`src/rtl/program_loader.sv`:
```
// Boot-time loader: byte stream -> big-endian 16-bit words -> instruction ROM, CPU held in reset.
// Optional trailing checksum enabled by defining LOADER_CHECKSUM_EN.
module program_loader #(
  parameter int unsigned ADDR_W = 15
) (
  input  logic              clk,
  input  logic              reset,
  input  logic [7:0]        in_data,
  input  logic              in_valid,
  output logic              in_ready,
  input  logic              load_req,
  output logic              rom_we,
  output logic [ADDR_W-1:0] rom_addr,
  output logic [15:0]       rom_data,
  output logic              cpu_reset,
  output logic              done,
  output logic              error
);

`ifdef LOADER_CHECKSUM_EN
  typedef enum logic [2:0] {
    StLenHi, StLenLo, StDataHi, StDataLo, StCsumHi, StCsumLo, StDone, StError
  } state_e;
`else
  typedef enum logic [2:0] {
    StLenHi, StLenLo, StDataHi, StDataLo, StDone, StError
  } state_e;
`endif

  localparam int unsigned MaxWords = 32'd1 << ADDR_W;

  state_e            state_q, state_d;
  logic [15:0]       len_q, len_d;
  logic [7:0]        hi_q, hi_d;
  logic [ADDR_W:0]   idx_q, idx_d;
  logic              in_ready_q, in_ready_d;
  logic              rom_we_q, rom_we_d;
  logic [ADDR_W-1:0] rom_addr_q, rom_addr_d;
  logic [15:0]       rom_data_q, rom_data_d;
  logic              cpu_reset_q, cpu_reset_d;
  logic              done_q, done_d;
  logic              error_q, error_d;
`ifdef LOADER_CHECKSUM_EN
  logic [15:0]       sum_q, sum_d;
`endif

  logic        accept;
  logic [15:0] word;
  logic [15:0] n_len;
  logic        last_word;

  // in_ready_q always mirrors "state is a receive state", so it gates acceptance.
  assign accept    = in_valid && in_ready_q;
  assign word      = {hi_q, in_data};
  assign n_len     = {len_q[15:8], in_data};
  assign last_word = (32'(idx_q) + 32'd1) == 32'(len_q);

  always_comb begin
    state_d    = state_q;
    len_d      = len_q;
    hi_d       = hi_q;
    idx_d      = idx_q;
    rom_we_d   = 1'b0;
    rom_addr_d = rom_addr_q;
    rom_data_d = rom_data_q;
`ifdef LOADER_CHECKSUM_EN
    sum_d      = sum_q;
`endif
    unique case (state_q)
      StLenHi: begin
        if (accept) begin
          len_d[15:8] = in_data;
          state_d     = StLenLo;
        end
      end
      StLenLo: begin
        if (accept) begin
          len_d = n_len;
          if (n_len == 16'd0) begin
`ifdef LOADER_CHECKSUM_EN
            state_d = StCsumHi;
`else
            state_d = StDone;
`endif
          end else if (32'(n_len) > MaxWords) begin
            state_d = StError;
          end else begin
            state_d = StDataHi;
          end
        end
      end
      StDataHi: begin
        if (accept) begin
          hi_d    = in_data;
          state_d = StDataLo;
        end
      end
      StDataLo: begin
        if (accept) begin
          rom_we_d   = 1'b1;
          rom_addr_d = idx_q[ADDR_W-1:0];
          rom_data_d = word;
          idx_d      = idx_q + 1'b1;
`ifdef LOADER_CHECKSUM_EN
          sum_d      = sum_q + word;
          state_d    = last_word ? StCsumHi : StDataHi;
`else
          state_d    = last_word ? StDone : StDataHi;
`endif
        end
      end
`ifdef LOADER_CHECKSUM_EN
      StCsumHi: begin
        if (accept) begin
          hi_d    = in_data;
          state_d = StCsumLo;
        end
      end
      StCsumLo: begin
        if (accept) begin
          state_d = (word == sum_q) ? StDone : StError;
        end
      end
`endif
      StDone, StError: begin
        if (load_req) begin
          state_d = StLenHi;
          idx_d   = '0;
`ifdef LOADER_CHECKSUM_EN
          sum_d   = '0;
`endif
        end
      end
      default: state_d = StLenHi;
    endcase

    in_ready_d  = !((state_d == StDone) || (state_d == StError));
    // Release lags entry to DONE by one cycle so the last ROM write lands first.
    done_d      = (state_q == StDone) && !load_req;
    error_d     = (state_d == StError);
    cpu_reset_d = !done_d;
  end

  always_ff @(posedge clk or posedge reset) begin
    if (reset) begin
      state_q     <= StLenHi;
      len_q       <= '0;
      hi_q        <= '0;
      idx_q       <= '0;
      in_ready_q  <= 1'b1;
      rom_we_q    <= 1'b0;
      rom_addr_q  <= '0;
      rom_data_q  <= '0;
      cpu_reset_q <= 1'b1;
      done_q      <= 1'b0;
      error_q     <= 1'b0;
`ifdef LOADER_CHECKSUM_EN
      sum_q       <= '0;
`endif
    end else begin
      state_q     <= state_d;
      len_q       <= len_d;
      hi_q        <= hi_d;
      idx_q       <= idx_d;
      in_ready_q  <= in_ready_d;
      rom_we_q    <= rom_we_d;
      rom_addr_q  <= rom_addr_d;
      rom_data_q  <= rom_data_d;
      cpu_reset_q <= cpu_reset_d;
      done_q      <= done_d;
      error_q     <= error_d;
`ifdef LOADER_CHECKSUM_EN
      sum_q       <= sum_d;
`endif
    end
  end

  assign in_ready  = in_ready_q;
  assign rom_we    = rom_we_q;
  assign rom_addr  = rom_addr_q;
  assign rom_data  = rom_data_q;
  assign cpu_reset = cpu_reset_q;
  assign done      = done_q;
  assign error     = error_q;

endmodule

```
`config.mk`:
```
export PLATFORM = sky130hd
export DESIGN_NAME = program_loader
export DESIGN_NICKNAME = d
export VERILOG_FILES = /design/src/rtl/program_loader.sv
export SDC_FILE = /design/constraint.sdc
export NUM_CORES = 1
export LEC_CHECK = 0
export ABC_AREA = 1
export CAP_MARGIN = 30
export CORE_MARGIN = 3
export CORE_UTILIZATION = 59
export DETAILED_ROUTE_END_ITERATION = 10
export GPL_ROUTABILITY_DRIVEN = 0
export GPL_TIMING_DRIVEN = 0
export PLACE_DENSITY = 0.84
export SETUP_SLACK_MARGIN = 0.4
export SLEW_MARGIN = 20
export SYNTH_ARGS = -nofsm -noshare
export SYNTH_HDL_FRONTEND = slang
export SYNTH_SLANG_ARGS = --single-unit
```
`constraint.sdc`:
```
create_clock -name clk -period 6.3 [get_ports clk]
set_clock_uncertainty 0.05 [all_clocks]
set_input_delay 1.575 -clock clk [delete_from_list [all_inputs] [get_ports clk]]
set_output_delay 1.575 -clock clk [all_outputs]
set_load 0.1 [all_outputs]
```
==> results of run 1 <==
placed cells by master (no fill, tap or decap), types with 3 or more instances in the layout:
| master | instances |
|---|---|
| sky130_fd_sc_hd__clkdlybuf4s50_1 | 47 |
| sky130_fd_sc_hd__o21ai_0 | 51 |
| sky130_fd_sc_hd__buf_1 | 3 |
| sky130_fd_sc_hd__nand4_1 | 9 |
| sky130_fd_sc_hd__nor2_1 | 25 |
| sky130_fd_sc_hd__clkbuf_1 | 8 |
| sky130_fd_sc_hd__nand2_1 | 149 |
| sky130_fd_sc_hd__o22ai_1 | 12 |
| sky130_fd_sc_hd__dfrtp_1 | 77 |
| sky130_fd_sc_hd__inv_1 | 55 |
| sky130_fd_sc_hd__clkbuf_8 | 9 |
| sky130_fd_sc_hd__nand2_2 | 5 |
| sky130_fd_sc_hd__nor2_4 | 5 |
| sky130_fd_sc_hd__nand3_1 | 31 |
layout make-up:
class | instances | area [um2] | area share, %
Sequential cell | 79 | 1980 | 44.4
Multi-Input combinational cell | 308 | 1460 | 32.6
Timing Repair Buffer | 48 | 498 | 11.2
Inverter | 57 | 216 | 4.85
Clock buffer | 10 | 128 | 2.86
Tap cell | 75 | 93.8 | 2.10
Buffer | 12 | 47.5 | 1.07
Clock inverter | 6 | 45.0 | 1.01
routing by layer:
metal  share of wire (%)  vias to the layer above
met5                   0                        -
met4                 2.2                        0
met3                 8.3                       19
met2                  47                      148
met1                  42                     1568
li1                    -                     1587
cell families (layout without fill, tap and decap cells):
| logic type | Yosys count | in the layout | share of synthesized area [%] |
|---|---|---|---|
| adder cells (fa/ha/maj) | 1 | 1 | 0.338 |
| XOR/XNOR | 3 | 3 | 1.08 |
| AO/OA/AOI/OAI | 72 | 72 | 10.6 |
| AND/OR/NAND/NOR | 232 | 232 | 27.3 |
| buffers and inverters | 69 | 133 | 7.08 |
| flip-flops | 79 | 79 | 53.6 |
power by group:
| group | internal [mW] | total [mW] | switching (mW) |
|---|---|---|---|
| Combinational | 0.342 | 1.37 | 1.03 |
| Clock | 0.146 | 0.343 | 0.197 |
| Sequential | 0.705 | 0.852 | 0.146 |
| Total | 1.19 | 2.57 | 1.37 |
sequential cells by signal, indices dropped and copies added, names as in the netlist:
name	flops
idx_q	16
rom_addr	15
len_q	16
error	1
hi_q	8
state_q	3
rom_data	16
rom_we	1
cpu_reset	1
done	1
in_ready	1
Yosys cell counts, drive strengths merged:
master / number / area share, %
o22ai: 12 / 2.0
nand3b: 1 / 0.20
xnor3: 1 / 0.61
a21oi: 3 / 0.51
o211ai: 1 / 0.20
nor2: 32 / 4.4
nand3: 33 / 4.7
buf: 5 / 0.58
dfrtp: 77 / 52
nor4: 2 / 0.34
nand2: 154 / 16
nand4: 9 / 1.5
a211oi: 1 / 0.20
dfstp: 2 / 1.4
clkbuf: 7 / 0.71
a21o: 1 / 0.20
nor3: 1 / 0.14
xor2: 2 / 0.47
o21ai: 53 / 7.3
ha: 1 / 0.34
o21bai: 1 / 0.20
inv: 57 / 5.8
tightest hold or removal path, stage by stage (launching register included):
cell and delay (ns):
sky130_fd_sc_hd__dfrtp_1 0.35, sky130_fd_sc_hd__nand2_1 0.05, sky130_fd_sc_hd__nand2_1 0.05
per-stage QoR:
| step | cell area (um2) | worst slack [ns] | util (%) | hold slack (ns) | power [mW] |
|---|---|---|---|---|---|
| 5_1_grt | 4460 | 2.63 | 74.5 | 0.455 | 2.71 |
| 3_5_place_dp | 4290 | 2.78 | 71.6 | 0.412 | 2.22 |
| 3_3_place_gp | 4260 | 1.47 | 71.1 | 0.403 | 2.18 |
| 6_report | 4460 | 2.65 | 74.5 | 0.425 | 2.57 |
| 4_1_cts | 4460 | 2.64 | 74.5 | 0.432 | 2.56 |
| 2_1_floorplan | 3700 | 2.65 | - | 0.400 | 1.87 |
how the worst min path moves through the flow:
stage	start	to	slack, ns	cells past startpoint
after global placement	rom_data[9]	rom_data[9]	0.40	2
final	rom_data[9]	rom_data[9]	0.42	2
after global routing	rom_data[13]	rom_data[13]	0.45	2
after floorplan	hi_q[2]	rom_data[10]	0.40	2
after CTS	rom_data[9]	rom_data[9]	0.43	2
after detailed placement	rom_data[9]	rom_data[9]	0.41	2
==> summary.md, run 1 <==
| Metric | Value |
|---|---|
| Cell depth of the worst flop-to-flop path | `13` |
| Share of final-layout standard cells stronger than drive strength 1 | `7.31%` |
| Worst reg2reg endpoint | `error` |
| Core box area | `5990 um2` |
| RSZ-0062 raised after global routing | `false` |
| Total nets after synthesis | `469` |
| Crit-path max FO | `2` |
| Die Width | `85.2 um` |
| Fmax achieved | `274 MHz` |
| Layout-stage area growth over the synthesis result | `20.8%` |
| Met1 capacity usage during global routing | `35.8%` |
| Crit. path cell count | `1` |
| Final ANT Viol Nets | `0` |
| Number of buffers created by CTS | `9` |
| Critical path data required time | `4.68 ns` |
| H-tree level count | `3` |
| Final worst path period share | `57.9%` |
| Number of buffers inserted by port buffering | `47` |
| Largest incremental delay on the critical path | `1.13 ns` |
| Cell breakdown of the critical path | `clkdlybuf4s50_1` |
| Power per Cell Area | `575 nW/um2` |
| Register-to-register path setup slack | `4.22 ns` |
| Final non-filler cell total | `595` |
| Setup bufs post-CTS | `0` |
| Initial core utilization | `61.7%` |
| Overall fraction of global-route tracks in use | `27.4%` |
| Setup-failing EPs final | `0` |
| Beginning of the critical path | `in_ready` |
| YS warnings | `0` |
| Buffers & Inverters on Critical Path | `1` |
| Total gr overflow | `0` |
| Synthesized area | `3700 um2` |
| Final routed wire length divided by cell count | `15.6 um` |
| Timing endpoint of the critical path | `in_ready` |
| Startpoint kind of the worst setup timing path | `flip-flop` |
| Hold_buf cts | `0` |
| Fraction of the yosys area taken by sequential cells | `53.6%` |
| Placement row count | `28` |
| Slowest cell on crit path | `sky130_fd_sc_hd__clkdlybuf4s50_1` |
| 1st-iter DRT viols | `366` |
| Antenna diode count | `0` |
| CTS tree | `yes` |
| Worst max-slew margin expressed relative to the limit | `34.8%` |
| Routed via count divided by cell count | `5.58` |
| Clock network latency to the later pin of the worst-skew pair | `0.37 ns` |
| Worst voltage drop across the vdd grid | `409 uV` |
| Number of clock sinks seen by CTS | `79` |
| Detailed-placement wirelength estimate | `6.75 mm` |
| Post-synthesis instance total | `456` |
| Crit end category | `output port` |
| Final wirelength | `9.29 mm` |
| Worst reg2reg path startpoint | `idx_q[1]` |
| Die area | `7250 um2` |
| Clock-pin slew on the worst setup and hold paths | `0.08 ns` |
| Family with the most delay on the worst path | `buffers and inverters` |
| Busiest metal layer after global routing | `met2` |
| Distinct cell type count after synthesis | `31` |
| Maximum number of pins on one net before global-route repair | `49` |
| Via Count | `3322` |
| Transition time at the pin with the least slew margin | `0.974 ns` |
| Fin crit period | `3.65 ns` |
| Global routing met2 resource utilization | `43.1%` |
| Final routed DRC violation total | `0` |
| Leakage | `2.10 nW` |
| Fin. Hold Viols | `0` |
| Result of the run | `finished clean` |
| Max cap viols | `0` |
| Syn Area/Cell | `8.11 um2` |
| Number of instances resized during post-cts repair | `0` |
| Post-Place Cells | `579` |
| I/O pin count | `48` |
| # nets final | `528` |
| Critical path class | `reg -> out` |
| Master cell of the clock root buffer | `sky130_fd_sc_hd__clkbuf_8` |
| Die height | `85.2 um` |
| First-pass DRT Iterations | `5` |
| Slew Viols, Final | `0` |
| Maximum clock path buffer count | `2` |
| First-pass GRT wire length | `15.4 mm` |
| Final sum of negative setup slack | `0 ns` |
| Worst min-delay path class | `reg -> reg` |
| Initial antenna violation count | `0` |
| Number of fillers in the final layout | `459` |
| GRT met3 Usage | `7.38%` |
| Number of global-route vias before repair | `3347` |
| Count of state elements after synthesis | `79` |
| Critical Path AT | `2.02 ns` |
No activity file was read; power rests on OpenSTA's default activity.
==> run 2, diff against run 1 <==
CORE_UTILIZATION = 55   (was 59)
PLACE_DENSITY = 0.8   (was 0.84)
clock period = 3.4 ns   (was 6.3 ns; I/O delays follow)
==> run 2 against run 1 <==
Net effect: routed wire length up 2.3%; sequential power grew 85%; global-route usage down 0.20 points; first-iteration DRC count decreased by 17%; via count is 0.72% higher; register-to-register slack got worse by 2.9 ns; non-clock buffer count did not move; clock power increased to 2.7 times the previous value; cell count increased by 0.34%; worst hold slack gained 0.0019 ns; largest cell class unchanged; highest routed layer unchanged.
==> summary.md, run 2 (synthesis results as in run 1) <==
| Metric | Value |
|---|---|
| Final worst path period share | `86.0%` |
| Buffers & Inverters on Critical Path | `1` |
| Routed via count divided by cell count | `5.60` |
| First-pass GRT wire length | `15.8 mm` |
| Hold_buf cts | `0` |
| Crit end category | `output port` |
| Fin crit period | `2.92 ns` |
| Area taken by flip-flops and latches | `1980 um2` |
| Slew Viols, Final | `0` |
| Total gr overflow | `0` |
| Final routed DRC violation total | `0` |
| Placement row count | `29` |
| H-tree level count | `3` |
| Number of instances resized during post-cts repair | `0` |
| Number of global-route vias before repair | `3250` |
| Critical path data required time | `2.50 ns` |
| Number of buffers created by CTS | `9` |
| Number of clock sinks seen by CTS | `79` |
| Final routed wire length divided by cell count | `15.9 um` |
| Clock-pin slew on the worst setup and hold paths | `0.08 ns` |
| Maximum number of pins on one net before global-route repair | `42` |
| I/O pin count | `48` |
| Die Width | `88.0 um` |
| CTS tree | `yes` |
| Combined area of the multi-input logic cells | `1460 um2` |
| Result of the run | `finished clean` |
| Slowest cell on crit path | `sky130_fd_sc_hd__clkdlybuf4s50_1` |
| RSZ-0062 raised after global routing | `false` |
| Number of buffers inserted by port buffering | `47` |
| Fin. Hold Viols | `0` |
| Most used cells in the layout excluding fill and tap cells | `sky130_fd_sc_hd__nand2_1 (149), sky130_fd_sc_hd__dfrtp_1 (77), sky130_fd_sc_hd__inv_1 (55), sky130_fd_sc_hd__o21ai_0 (51), sky130_fd_sc_hd__clkdlybuf4s50_1 (47)` |
| Power per Cell Area | `1110 nW/um2` |
| Setup-failing EPs final | `0` |
| Final ANT Viol Nets | `0` |
| Worst min-delay path class | `reg -> reg` |
| Startpoint kind of the worst setup timing path | `flip-flop` |
| Initial antenna violation count | `0` |
| Maximum clock path buffer count | `2` |
| Initial core utilization | `57.5%` |
| Die height | `88.0 um` |
| Critical Path AT | `2.02 ns` |
| Transition time at the pin with the least slew margin | `0.980 ns` |
| First-pass DRT Iterations | `5` |
| Most frequent standard cell in the layout excluding fill and tap cells | `sky130_fd_sc_hd__nand2_1` |
| Layout-stage area growth over the synthesis result | `23.0%` |
| Final hold slack | `0.427 ns` |
| Crit-path max FO | `2` |
| Die area | `7740 um2` |
| Family with the most delay on the worst path | `buffers and inverters` |
| Worst max-slew margin expressed relative to the limit | `34.5%` |
| Master cell of the clock root buffer | `sky130_fd_sc_hd__clkbuf_8` |
| Post-layout util | `70.8%` |
| Detailed-placement wirelength estimate | `6.77 mm` |
| Leakage | `2.14 nW` |
| Critical path class | `reg -> out` |
| Clock network latency to the later pin of the worst-skew pair | `0.36 ns` |
| Number of fillers in the final layout | `502` |
| Fmax achieved | `342 MHz` |
| Antenna diode count | `0` |
| Worst voltage drop across the vdd grid | `650 uV` |
| Core box area | `6420 um2` |
| # nets final | `528` |
| Overall fraction of global-route tracks in use | `27.2%` |
| Share of final-layout standard cells stronger than drive strength 1 | `7.12%` |
| Via Count | `3346` |
| Setup bufs post-CTS | `0` |
| Final wirelength | `9.51 mm` |
| Largest incremental delay on the critical path | `1.12 ns` |
| Max cap viols | `0` |
| Cell breakdown of the critical path | `clkdlybuf4s50_1` |
| 1st-iter DRT viols | `302` |
[run 2: changes by cell type in the layout (fill, tap and decap cells not counted)]
cell,delta
sky130_fd_sc_hd__inv_6,-1
sky130_fd_sc_hd__clkinv_2,-2
sky130_fd_sc_hd__buf_16,-1
sky130_fd_sc_hd__buf_12,+1
sky130_fd_sc_hd__bufinv_16,+4
sky130_fd_sc_hd__clkbuf_1,+1
sky130_fd_sc_hd__clkinv_4,-2
[run 2: per-layer routing]
metal | global-route usage (%) | vias to the layer above | routed length, um
li1 | - | 1585 | -
met1 | 36.0 | 1590 | 4040
met2 | 42.7 | 149 | 4480
met3 | 5.08 | 22 | 736
met4 | 14.1 | 0 | 246
met5 | 0 | - | 0
[run 2: final cells by class]
class	count	share of cell area [%]
plain buffers	12	1.05
clock inverters	5	2.84
repair buffers	48	10.8
clock buffers	11	2.89
flip-flops and latches	79	43.5
multi-input cells	308	32.0
well taps	77	2.12
inverters	57	4.76
[run 2: report_power, final]
group | internal [mW] | switching (mW)
sequential | 1.31 | 0.271
combinational | 0.633 | 1.92
clock | 0.566 | 0.356
[run 2: per-stage QoR]
| stage | cells | setup WS, ns | cell area [um2] | power (mW) | setup TNS, ns |
|---|---|---|---|---|---|
| after global routing | 597 | 0.444 | 4550 | 5.33 | 0 |
| after detailed placement | 581 | 0.583 | 4290 | 4.11 | 0 |
| final | 597 | 0.475 | 4550 | 5.05 | 0 |
| after floorplan | 456 | 0.480 | 3700 | 3.47 | 0 |
| after CTS | 597 | 0.464 | 4550 | 5.04 | 0 |
| after global placement | 580 | -0.753 | 4260 | 4.04 | -57.75 |
[run 2: path summary, 6_finish.rpt]
check	startpoint	end	slack (ns)	cells past startpoint
min reg2reg	rom_data[15]	rom_data[15]	0.43	2
max	in_ready	in_ready	0.48	1
min in group asynchronous	reset	rom_data[8]	0.82	2
max reg2reg	idx_q[0]	error	1.29	13
min	rom_data[15]	rom_data[15]	0.43	2
max in group asynchronous	reset	idx_q[7]	1.89	3
